$ cat src/rtl/sram_bist_pkg.sv
// Shared encodings and the March C- element table for the SRAM BIST controller.
package sram_bist_pkg;

  typedef enum logic [1:0] {
    ST_IDLE,
    ST_RUN,
    ST_DONE
  } state_t;

  typedef enum logic [1:0] {
    PH_WR,
    PH_RD_ISS,
    PH_RD_CHK
  } phase_t;

  // Background patterns; the controller replicates a single bit across the data width.
  localparam logic [7:0] BG0 = 8'h00;
  localparam logic [7:0] BG1 = 8'hFF;

  localparam logic [2:0] LAST_ELEM = 3'd5;

  // One March element: walk direction, whether it reads/writes, and which background
  // is expected on the read and stored on the write (0 = BG0, 1 = BG1).
  typedef struct packed {
    logic down;
    logic has_rd;
    logic has_wr;
    logic exp_one;
    logic wr_one;
  } elem_t;

  localparam elem_t E0   = '{down: 1'b0, has_rd: 1'b0, has_wr: 1'b1, exp_one: 1'b0, wr_one: 1'b0};
  localparam elem_t E1   = '{down: 1'b0, has_rd: 1'b1, has_wr: 1'b1, exp_one: 1'b0, wr_one: 1'b1};
  localparam elem_t E2   = '{down: 1'b0, has_rd: 1'b1, has_wr: 1'b1, exp_one: 1'b1, wr_one: 1'b0};
  localparam elem_t E3   = '{down: 1'b1, has_rd: 1'b1, has_wr: 1'b1, exp_one: 1'b0, wr_one: 1'b1};
  localparam elem_t E4   = '{down: 1'b1, has_rd: 1'b1, has_wr: 1'b1, exp_one: 1'b1, wr_one: 1'b0};
  localparam elem_t E5   = '{down: 1'b0, has_rd: 1'b1, has_wr: 1'b0, exp_one: 1'b0, wr_one: 1'b0};
  localparam elem_t ENUL = '{down: 1'b0, has_rd: 1'b0, has_wr: 1'b0, exp_one: 1'b0, wr_one: 1'b0};

  // Padded to 8 entries so any 3-bit element index (including "one past the last") is in range.
  localparam elem_t [7:0] ELEM_TABLE = {ENUL, ENUL, E5, E4, E3, E2, E1, E0};

endpackage

$ cat src/rtl/march_addr_gen.sv
// Up/down address counter for the March walk, with load-first and last-address detection.
module march_addr_gen #(
  parameter int ADDR_W = 18,
  parameter int DEPTH  = 262144
) (
  input  logic              i_clk,
  input  logic              i_rst,
  input  logic              i_load,
  input  logic              i_load_down,
  input  logic              i_step,
  input  logic              i_down,
  output logic [ADDR_W-1:0] o_addr,
  output logic              o_last
);

  localparam logic [ADDR_W-1:0] TOP_ADDR = ADDR_W'(DEPTH - 1);

  logic [ADDR_W-1:0] r_addr;

  // Load the first address of a new element, otherwise step in the element's direction.
  always_ff @(posedge i_clk) begin
    if (i_rst) begin
      r_addr <= '0;
    end else if (i_load) begin
      r_addr <= i_load_down ? TOP_ADDR : '0;
    end else if (i_step) begin
      r_addr <= i_down ? (r_addr - ADDR_W'(1)) : (r_addr + ADDR_W'(1));
    end
  end

  assign o_addr = r_addr;
  assign o_last = i_down ? (r_addr == '0) : (r_addr == TOP_ADDR);

endmodule

$ cat src/rtl/sram_march_bist.sv
// March C- BIST controller in front of the SRAM; passes functional traffic through when not testing.
import sram_bist_pkg::*;

module sram_march_bist #(
  parameter int ADDR_W = 18,
  parameter int DATA_W = 8,
  parameter int DEPTH  = 262144
) (
  input  logic              CLK,
  input  logic              RST,
  input  logic              start,
  input  logic              func_CEN,
  input  logic              func_WEN,
  input  logic [ADDR_W-1:0] func_A,
  input  logic [DATA_W-1:0] func_D,
  input  logic [DATA_W-1:0] Q_in,
  output logic              CEN,
  output logic              WEN,
  output logic [ADDR_W-1:0] A,
  output logic [DATA_W-1:0] D,
  output logic              busy,
  output logic              done,
  output logic              fail,
  output logic [ADDR_W-1:0] fail_addr,
  output logic [DATA_W-1:0] fail_data,
  output logic [DATA_W-1:0] fail_expect
);

  state_t            r_state;
  phase_t            r_phase;
  logic [2:0]        r_elem;
  logic              r_busy;
  logic              r_done;
  logic              r_fail;
  logic [ADDR_W-1:0] r_fail_addr;
  logic [DATA_W-1:0] r_fail_data;
  logic [DATA_W-1:0] r_fail_expect;

  elem_t             w_elem;
  logic [2:0]        w_next_idx;
  logic [ADDR_W-1:0] w_addr;
  logic              w_last;
  logic [DATA_W-1:0] w_exp;
  logic              w_mismatch;
  logic              w_start_acc;
  logic              w_advance;
  logic              w_elem_end;
  logic              w_step;
  logic              w_load;
  logic              w_load_down;

  assign w_elem      = ELEM_TABLE[r_elem];
  assign w_next_idx  = r_elem + 3'd1;
  assign w_exp       = {DATA_W{w_elem.exp_one}};
  assign w_mismatch  = (r_state == ST_RUN) && (r_phase == PH_RD_CHK) && (Q_in != w_exp);
  assign w_start_acc = start && (r_state != ST_RUN);

  // An address is finished after its write, or after the check when the element has no write.
  assign w_advance   = (r_state == ST_RUN) &&
                       ((r_phase == PH_WR) ||
                        ((r_phase == PH_RD_CHK) && !w_mismatch && !w_elem.has_wr));
  assign w_elem_end  = w_advance && w_last;
  assign w_step      = w_advance && !w_last;
  assign w_load      = w_start_acc || (w_elem_end && (r_elem != LAST_ELEM));
  assign w_load_down = w_start_acc ? ELEM_TABLE[3'd0].down : ELEM_TABLE[w_next_idx].down;

  march_addr_gen #(
    .ADDR_W (ADDR_W),
    .DEPTH  (DEPTH)
  ) u_addr_gen (
    .i_clk       (CLK),
    .i_rst       (RST),
    .i_load      (w_load),
    .i_load_down (w_load_down),
    .i_step      (w_step),
    .i_down      (w_elem.down),
    .o_addr      (w_addr),
    .o_last      (w_last)
  );

  // Main sequencer: walks elements and phases, records the first mismatch, and manages status.
  always_ff @(posedge CLK) begin
    if (RST) begin
      r_state       <= ST_IDLE;
      r_phase       <= PH_WR;
      r_elem        <= 3'd0;
      r_busy        <= 1'b0;
      r_done        <= 1'b0;
      r_fail        <= 1'b0;
      r_fail_addr   <= '0;
      r_fail_data   <= '0;
      r_fail_expect <= '0;
    end else begin
      case (r_state)
        ST_IDLE, ST_DONE: begin
          if (start) begin
            r_state       <= ST_RUN;
            r_phase       <= PH_WR;
            r_elem        <= 3'd0;
            r_busy        <= 1'b1;
            r_done        <= 1'b0;
            r_fail        <= 1'b0;
            r_fail_addr   <= '0;
            r_fail_data   <= '0;
            r_fail_expect <= '0;
          end
        end
        ST_RUN: begin
          if (w_mismatch) begin
            r_state       <= ST_DONE;
            r_busy        <= 1'b0;
            r_done        <= 1'b1;
            r_fail        <= 1'b1;
            r_fail_addr   <= w_addr;
            r_fail_data   <= Q_in;
            r_fail_expect <= w_exp;
          end else if (r_phase == PH_RD_ISS) begin
            r_phase <= PH_RD_CHK;
          end else if ((r_phase == PH_RD_CHK) && w_elem.has_wr) begin
            r_phase <= PH_WR;
          end else if (w_elem_end) begin
            if (r_elem == LAST_ELEM) begin
              r_state <= ST_DONE;
              r_busy  <= 1'b0;
              r_done  <= 1'b1;
            end else begin
              r_elem  <= w_next_idx;
              r_phase <= ELEM_TABLE[w_next_idx].has_rd ? PH_RD_ISS : PH_WR;
            end
          end else begin
            r_phase <= w_elem.has_rd ? PH_RD_ISS : PH_WR;
          end
        end
        default: begin
          r_state <= ST_IDLE;
          r_busy  <= 1'b0;
        end
      endcase
    end
  end

  // While testing the BIST owns the SRAM; otherwise the functional port goes straight through.
  assign CEN = r_busy ? 1'b0                      : func_CEN;
  assign WEN = r_busy ? (r_phase != PH_WR)        : func_WEN;
  assign A   = r_busy ? w_addr                    : func_A;
  assign D   = r_busy ? {DATA_W{w_elem.wr_one}}   : func_D;

  assign busy        = r_busy;
  assign done        = r_done;
  assign fail        = r_fail;
  assign fail_addr   = r_fail_addr;
  assign fail_data   = r_fail_data;
  assign fail_expect = r_fail_expect;

endmodule

$ cat config.mk
export PLATFORM = sky130hd
export DESIGN_NAME = sram_march_bist
export DESIGN_NICKNAME = d
export VERILOG_FILES = /design/src/rtl/sram_bist_pkg.sv /design/src/rtl/march_addr_gen.sv /design/src/rtl/sram_march_bist.sv
export SDC_FILE = /design/constraint.sdc
export NUM_CORES = 1
export LEC_CHECK = 0
export ABC_CLOCK_PERIOD_IN_PS = 3300
export CORE_MARGIN = 4
export CORE_UTILIZATION = 30
export DETAILED_ROUTE_END_ITERATION = 7
export GPL_ROUTABILITY_DRIVEN = 0
export REMOVE_ABC_BUFFERS = 1
export SYNTH_ARGS = -nofsm -noshare
export SYNTH_HDL_FRONTEND = slang
export SYNTH_SLANG_ARGS = --single-unit
$ cat constraint.sdc
create_clock -name CLK -period 3.3 [get_ports CLK]
set_clock_uncertainty 0.15 [all_clocks]
set_input_delay 0.825 -clock CLK [delete_from_list [all_inputs] [get_ports CLK]]
set_output_delay 0.825 -clock CLK [all_outputs]
set_load 0.1 [all_outputs]
==> results of run 1 <==
[through the flow]
step           worst slack (ps)  TNS, ps  hold WS, ps  std cells
4_1_cts                     212        0          317        781
6_report                    230        0          315        781
3_5_place_dp               -129     -960          309        765
3_3_place_gp              -84.9     -463          299        765
5_1_grt                  0.0497        0          333        781
2_1_floorplan             -3110   -36490          285        462
[worst register-to-register path, cell delays in order (launching register included)]
cell	delay, ps
dfxtp_1	540
buf_4	220
ha_1	270
and2_1	190
a22o_1	210
o41ai_1	700
a21oi_1	240
or3_1	380
o211ai_1	80
[layout make-up]
| type | count | area, µm² |
|---|---|---|
| Sequential cell | 60 | 1200 |
| Fill cell | 1238 | 6980 |
| Inverter | 24 | 90.1 |
| Multi-Input combinational cell | 378 | 2430 |
| Clock inverter | 6 | 63.8 |
| Timing Repair Buffer | 131 | 1450 |
| Clock buffer | 10 | 239 |
| Tap cell | 172 | 215 |
[flip-flops by register name, indices dropped and copies added, names as in the netlist]
| name | count |
|---|---|
| busy | 1 |
| done | 1 |
| fail | 1 |
| fail_addr | 18 |
| fail_data | 8 |
| fail_expect | 1 |
| r_elem | 3 |
| r_phase | 2 |
| r_state | 2 |
| u_addr_gen.o_addr | 18 |
| w_elem | 5 |
[kinds of logic after synthesis]
group	Yosys count
AO/OA/AOI/OAI	132
XOR/XNOR	10
adder cells (fa/ha/maj)	21
buffers and inverters	57
flip-flops	60
multiplexers	23
AND/OR/NAND/NOR	192
[Yosys cell counts, types with 3 or more instances]
library cell,number
dfxtp_1,60
a21oi_1,50
nand2_1,47
nor2_1,41
nand3_1,32
inv_1,24
ha_1,20
nor3_1,19
clkbuf_1,18
mux2_2,18
o21ai_0,18
a31oi_1,10
nand4_1,9
nor4_1,8
xnor2_1,8
a21o_1,7
buf_4,7
and2_1,6
and3_1,6
a211oi_1,5
mux2i_1,5
nand2b_1,5
buf_1,4
nor2b_1,4
o221a_2,4
o31ai_1,4
a21boi_0,3
a32oi_1,3
nor4b_1,3
o211ai_1,3
or3_1,3
[how the worst max path moves through the flow]
stage               slack [ps]                     to            from
finish                     230  u_addr_gen.o_addr[16]       w_elem[4]
global route              0.05              w_elem[3]         Q_in[5]
CTS                        210              w_elem[3]         Q_in[4]
detailed placement        -130              w_elem[4]         Q_in[4]
global placement           -80  u_addr_gen.o_addr[16]         Q_in[4]
floorplan                -3110         fail_expect[0]  fail_expect[6]
[per-layer routing]
| layer | GRT usage | vias up |
|---|---|---|
| met2 | 0.270 | 116 |
| met3 | 0.0297 | 18 |
| met5 | 0 | - |
| met1 | 0.220 | 1893 |
| met4 | 0.0560 | 0 |
| li1 | - | 2020 |
[power by group]
part	total, µW	internal [µW]	switching [µW]
logic	826	317	509
registers	815	758	57.0
clock network	952	603	349
==> results.md, run 1 <==
* I/O pins at 104
* Max IR drop VDD at 0.248 mV
* Clock tree from TritonCTS: yes
* CP peak stage delay at 700 ps
* Worst Hold Class: reg2reg
* Worst-Skew Late Latency at 330 ps
* Die Area at 14800 µm²
* Residual DRC count at 0
* CTS Hold Bufs at 0
* Largest net degree at the start of global routing at 33
* Top Layer Used: met4
* Worst-case clock buffer depth at 2
* First DRT Iteration DRCs at 331
* Tot Pwr at 2590 µW
* Hold path start: fail_addr[2]
* Vias at 4047
* Slew margin rel. at 0.473
* Power density cells at 456 nW/µm²
* Met3 wire length at 689 µm
* Vias per cell at 5.18
* DP Area at 5380 µm²
* Pre-antenna DRT Iters at 4
* Synth Area in Adders at 0.0695
* Compound-Gate Fraction of Synth Area at 0.224
* Vias in the first global route at 3954
* Worst Path Required at 3400 ps
* Most common cell after layout, fill and taps aside: buf_4
* Hold endpoint: fail_addr[2]
* Worst path bufs/invs at 1
* First-pass GRT wire length at 19700 µm
* Max frequency at 0.326 GHz
* CP max-delay cell: o41ai_1
* Syn Area/Cell at 7.85 µm²
* Yosys top cell area share at 0.309
* Row Count at 41
* Wire per inst at 15.7 µm
* Reg2reg end: u_addr_gen.o_addr[16]
* CTS Buf Count at 9
* Leak at 0.00233 µW
* Ys Warns at 0
* Final Util at 0.449
* Max Cap Viol at 0
* Worst Reg2Reg Path Length in Cells at 8
* RSZ-0062 raised after global routing: false
* Final max-slew violation count at 0
* Setup Crit Path Kind: reg2reg
* CP arrival at 3170 ps
* Total GRT Usage at 0.165
* Reg clk slew, reported paths at 60 ps
* CTS sink cnt at 60
* Synth Area in XOR/XNOR at 0.0225
* Design area at 5690 µm²
* Die X at 122 µm
* Top delay family on crit path: compound AO/OA/AOI/OAI gates
* Status: completed
* Worst R2R Start: w_elem[4]
* Tightest Pin Transition at 781 ps
* Layout cells sized above 1 at 0.232
* CP cell instances: buf_4, ha_1, and2_1, a22o_1, o41ai_1, a21oi_1, or3_1, o211ai_1
* Main synth FF type: dfxtp_1
* Most frequent cells in the layout: buf_4, dfxtp_1, a21oi_1
* Nature of the critical path endpoint: register
* Crit. path cell count at 8
* Final HPWL from detailed placement at 9360 µm
* WL met2 at 5630 µm
* Ant. Diodes at 0
* Share of synthesized area spent on multiplexers at 0.0650
* Largest family of logic cells by synthesized area: simple AND/OR/NAND/NOR gates
* Worst Hold Path Cells at 2
* Setup Viol. Count Final at 0
* Seq/Total Area, Yosys at 0.309
* Post-Syn Instances at 495
* R2R Setup Slk at 230 ps
* Final Hold Viols at 0
* Post-synth EDFFs at 0
* Async SR Flop Fraction at 0
* Post-synth top area cell: dfxtp_1
* Die height at 122 µm
* Postcts setup bufs at 0
* Distinct cell type count after synthesis at 63
* Synthesized area at 3890 µm²
* Core area at 12700 µm²
* #FFs+latches synth at 60
* Count of input and output buffers at 103
* Root buffer cell: clkbuf_16
* Total gr overflow at 0
* Initial Util at 0.307
* Crit share post-route at 0.930
* Met1 WL at 5700 µm
* H-tree levels at 3
* Area growth syn-to-layout at 46.5%
* Synth Area in Simple Gates at 0.243
* Initial antenna violation count at 0
* Final worst path period need at 3070 ps
* CTS resizes at 0
* Synth area leaders: dfxtp_1, a21oi_1, ha_1
* Routed wire length at 12200 µm
* Antenna-violating nets left at 0
* CP Max Fanout at 7
* Final nets at 664
* Startpoint Class: register
No activity file was read; power rests on OpenSTA's default activity.
==> run 2: changes to the inputs <==
--- a/config.mk
+++ b/config.mk
@@ -5,7 +5,9 @@
 export SDC_FILE = /design/constraint.sdc
 export NUM_CORES = 1
 export LEC_CHECK = 0
+export ABC_AREA = 1
 export ABC_CLOCK_PERIOD_IN_PS = 3300
+export CAP_MARGIN = 10
 export CORE_MARGIN = 4
 export CORE_UTILIZATION = 30
 export DETAILED_ROUTE_END_ITERATION = 7
==> results.md, run 2 <==
* Clock tree from TritonCTS: yes
* Pre-antenna DRT Iters at 4 (unchanged)
* Antenna-violating nets left at 0 (unchanged)
* Die X at 122 µm (about the same)
* Async SR Flop Fraction at 0 (unchanged)
* First DRT Iteration DRCs at 285 (-14%)
* Root buffer cell: clkbuf_16
* Nature of the critical path endpoint: register
* Total GRT Usage at 0.159 (-0.00657)
* CTS sink cnt at 60 (unchanged)
* Initial Util at 0.307 (about the same)
* Final Hold Viols at 0 (unchanged)
* Post-synth EDFFs at 0 (unchanged)
* Final max-slew violation count at 0 (unchanged)
* Post-Syn Instances at 587 (+19%)
* Main synth FF type: dfxtp_1
* Power density cells at 553 nW/µm² (+21%)
* CP arrival at 2990 ps (-180 ps)
* Commonest cells in the netlist: nand2_1, nand3_1, dfxtp_1, a21oi_1, nor2_1
* Residual DRC count at 0 (unchanged)
* Die height at 122 µm (about the same)
* First-pass GRT wire length at 19000 µm (-3.4%)
* Worst Path Required at 3340 ps (-60 ps)
* Row Count at 41 (unchanged)
* Status: completed
* Setup TNS at 0 ps (unchanged)
* Max Cap Viol at 0 (unchanged)
* Vias per cell at 4.89 (-5.6%)
* Postcts setup bufs at 0 (unchanged)
* Worst Hold Class: reg2reg
* Most frequent cell after synthesis: nand2_1
* Tot Pwr at 3060 µW (+18%)
* Max IR drop VDD at 0.328 mV (+32%)
* Count of input and output buffers at 103 (unchanged)
* Final nets at 737 (+11%)
* Slew margin rel. at 0.486 (+0.0136)
* Wire per inst at 14.2 µm (-9.2%)
* Reg clk slew, reported paths at 50 ps (about the same)
* Routed wire length at 12100 µm (-0.73%)
* Vias in the first global route at 3835 (-3.0%)
* Worst-case clock buffer depth at 2 (unchanged)
* Tightest Pin Transition at 768 ps (-12.1 ps)
* Yosys top cell area share at 0.309 (about the same)
* H-tree levels at 3 (unchanged)
* Crit share post-route at 0.894 (-0.0367)
* Max frequency at 0.339 GHz (+4.1%)
* Area growth syn-to-layout at 42.3%
* Core area at 12700 µm² (unchanged)
* RSZ-0062 raised after global routing: false
* Final Util at 0.436 (-0.0129)
* CTS Hold Bufs at 0 (unchanged)
* CP Max Fanout at 29 (+22)
* Setup Viol. Count Final at 0 (unchanged)
* Most common cell after layout, fill and taps aside: nand2_1
* Seq/Total Area, Yosys at 0.309 (about the same)
* Post-synth top area cell: dfxtp_1
* I/O pins at 104 (unchanged)
* Largest net degree at the start of global routing at 40 (+21%)
* Ys Warns at 0 (unchanged)
* Final worst path period need at 2950 ps (-121 ps)
* Startpoint Class: input port
* Fillers at 1286 (+3.9%)
* Die Area at 14800 µm² (about the same)
* Synthesized area at 3880 µm² (about the same)
* Initial antenna violation count at 0 (unchanged)
* CTS resizes at 0 (unchanged)
* DP Area at 5210 µm² (-3.2%)
* Syn Area/Cell at 6.62 µm² (-16%)
* Layout cells sized above 1 at 0.177 (-0.0541)
* Total gr overflow at 0 (unchanged)
* Vias at 4177 (+3.2%)
* #FFs+latches synth at 60 (unchanged)
* Design area at 5530 µm² (-2.9%)
* Distinct cell type count after synthesis at 39 (-38%)
* Final HPWL from detailed placement at 9430 µm (+0.78%)
* Ant. Diodes at 0 (unchanged)
* Leak at 0.00244 µW (+4.7%)
* Worst hold slack at 316 ps (+0.226 ps)
* Most frequent cells in the layout: nand2_1, nand3_1, dfxtp_1
* CTS Buf Count at 9 (unchanged)
* Setup Crit Path Kind: in2reg
* Worst-Skew Late Latency at 320 ps (about the same)
* Synth area leaders: dfxtp_1, nand2_1, nand3_1
==> run 2: changes by cell type in the layout (fill, tap and decap cells not counted), sizes merged, moves of 19 or more <==
| cell | previous run | this run |
|---|---|---|
| nand3 | 33 | 80 |
| nand2 | 47 | 140 |
| buf | 94 | 72 |
| o21ai | 19 | 50 |
| a21oi | 50 | 69 |
| inv | 24 | 48 |
==> run 2: final timing paths <==
check,start,to,slack (ps),depth (start not counted)
worst max-delay path,Q_in[4],fail_addr[9],350,9
worst min-delay path,done,done,320,2
worst max register to register,w_elem[4],u_addr_gen.o_addr[10],770,15
worst min register to register,done,done,320,2
==> run 2: critical path, stage by stage <==
cell and delay, ps:
clkdlybuf4s50_1 520, nand2_1 70, nor2_1 90, nand3b_1 160, nand3_2 140, buf_4 300, nand2_1 540, nand3_1 250
a21oi_1 90
==> run 2: area by class of cell <==
| type | instances | area (µm²) | area share |
|---|---|---|---|
| Clock buffer | 11 | 243 | 0.0439 |
| Sequential cell | 60 | 1200 | 0.217 |
| Timing Repair Buffer | 110 | 1270 | 0.230 |
| Tap cell | 172 | 215 | 0.0389 |
| Inverter | 48 | 185 | 0.0335 |
| Clock inverter | 5 | 75.1 | 0.0136 |
| Multi-Input combinational cell | 448 | 2340 | 0.423 |
==> run 2: kinds of logic (layout without fill, tap and decap cells) <==
kind of cell	after synthesis	count (layout)	synth area share
buffers and inverters	79	174	0.0892
adder cells (fa/ha/maj)	21	21	0.0696
AO/OA/AOI/OAI	125	125	0.176
XOR/XNOR	5	5	0.0113
flip-flops	60	60	0.309
AND/OR/NAND/NOR	297	297	0.345
==> run 2: power breakdown <==
part | total (µW) | switching, µW | internal [µW]
sequential | 880 | 91.9 | 788
combinational | 1190 | 798 | 388
clock | 990 | 313 | 677
==> run 2: per-stage QoR <==
stage               worst slack, ps  instances
finish                          351        854
global route                    159        854
detailed placement             39.7        838
global placement               98.9        838
floorplan                     -3110        556
CTS                             365        854
==> run 2: layer usage <==
metal	global-route usage	vias to the layer above	share of wire
met5	0	-	0
met1	0.222	1919	0.47
met3	0.0316	10	0.062
met2	0.251	109	0.46
li1	-	2139	-
met4	0.0399	0	0.010
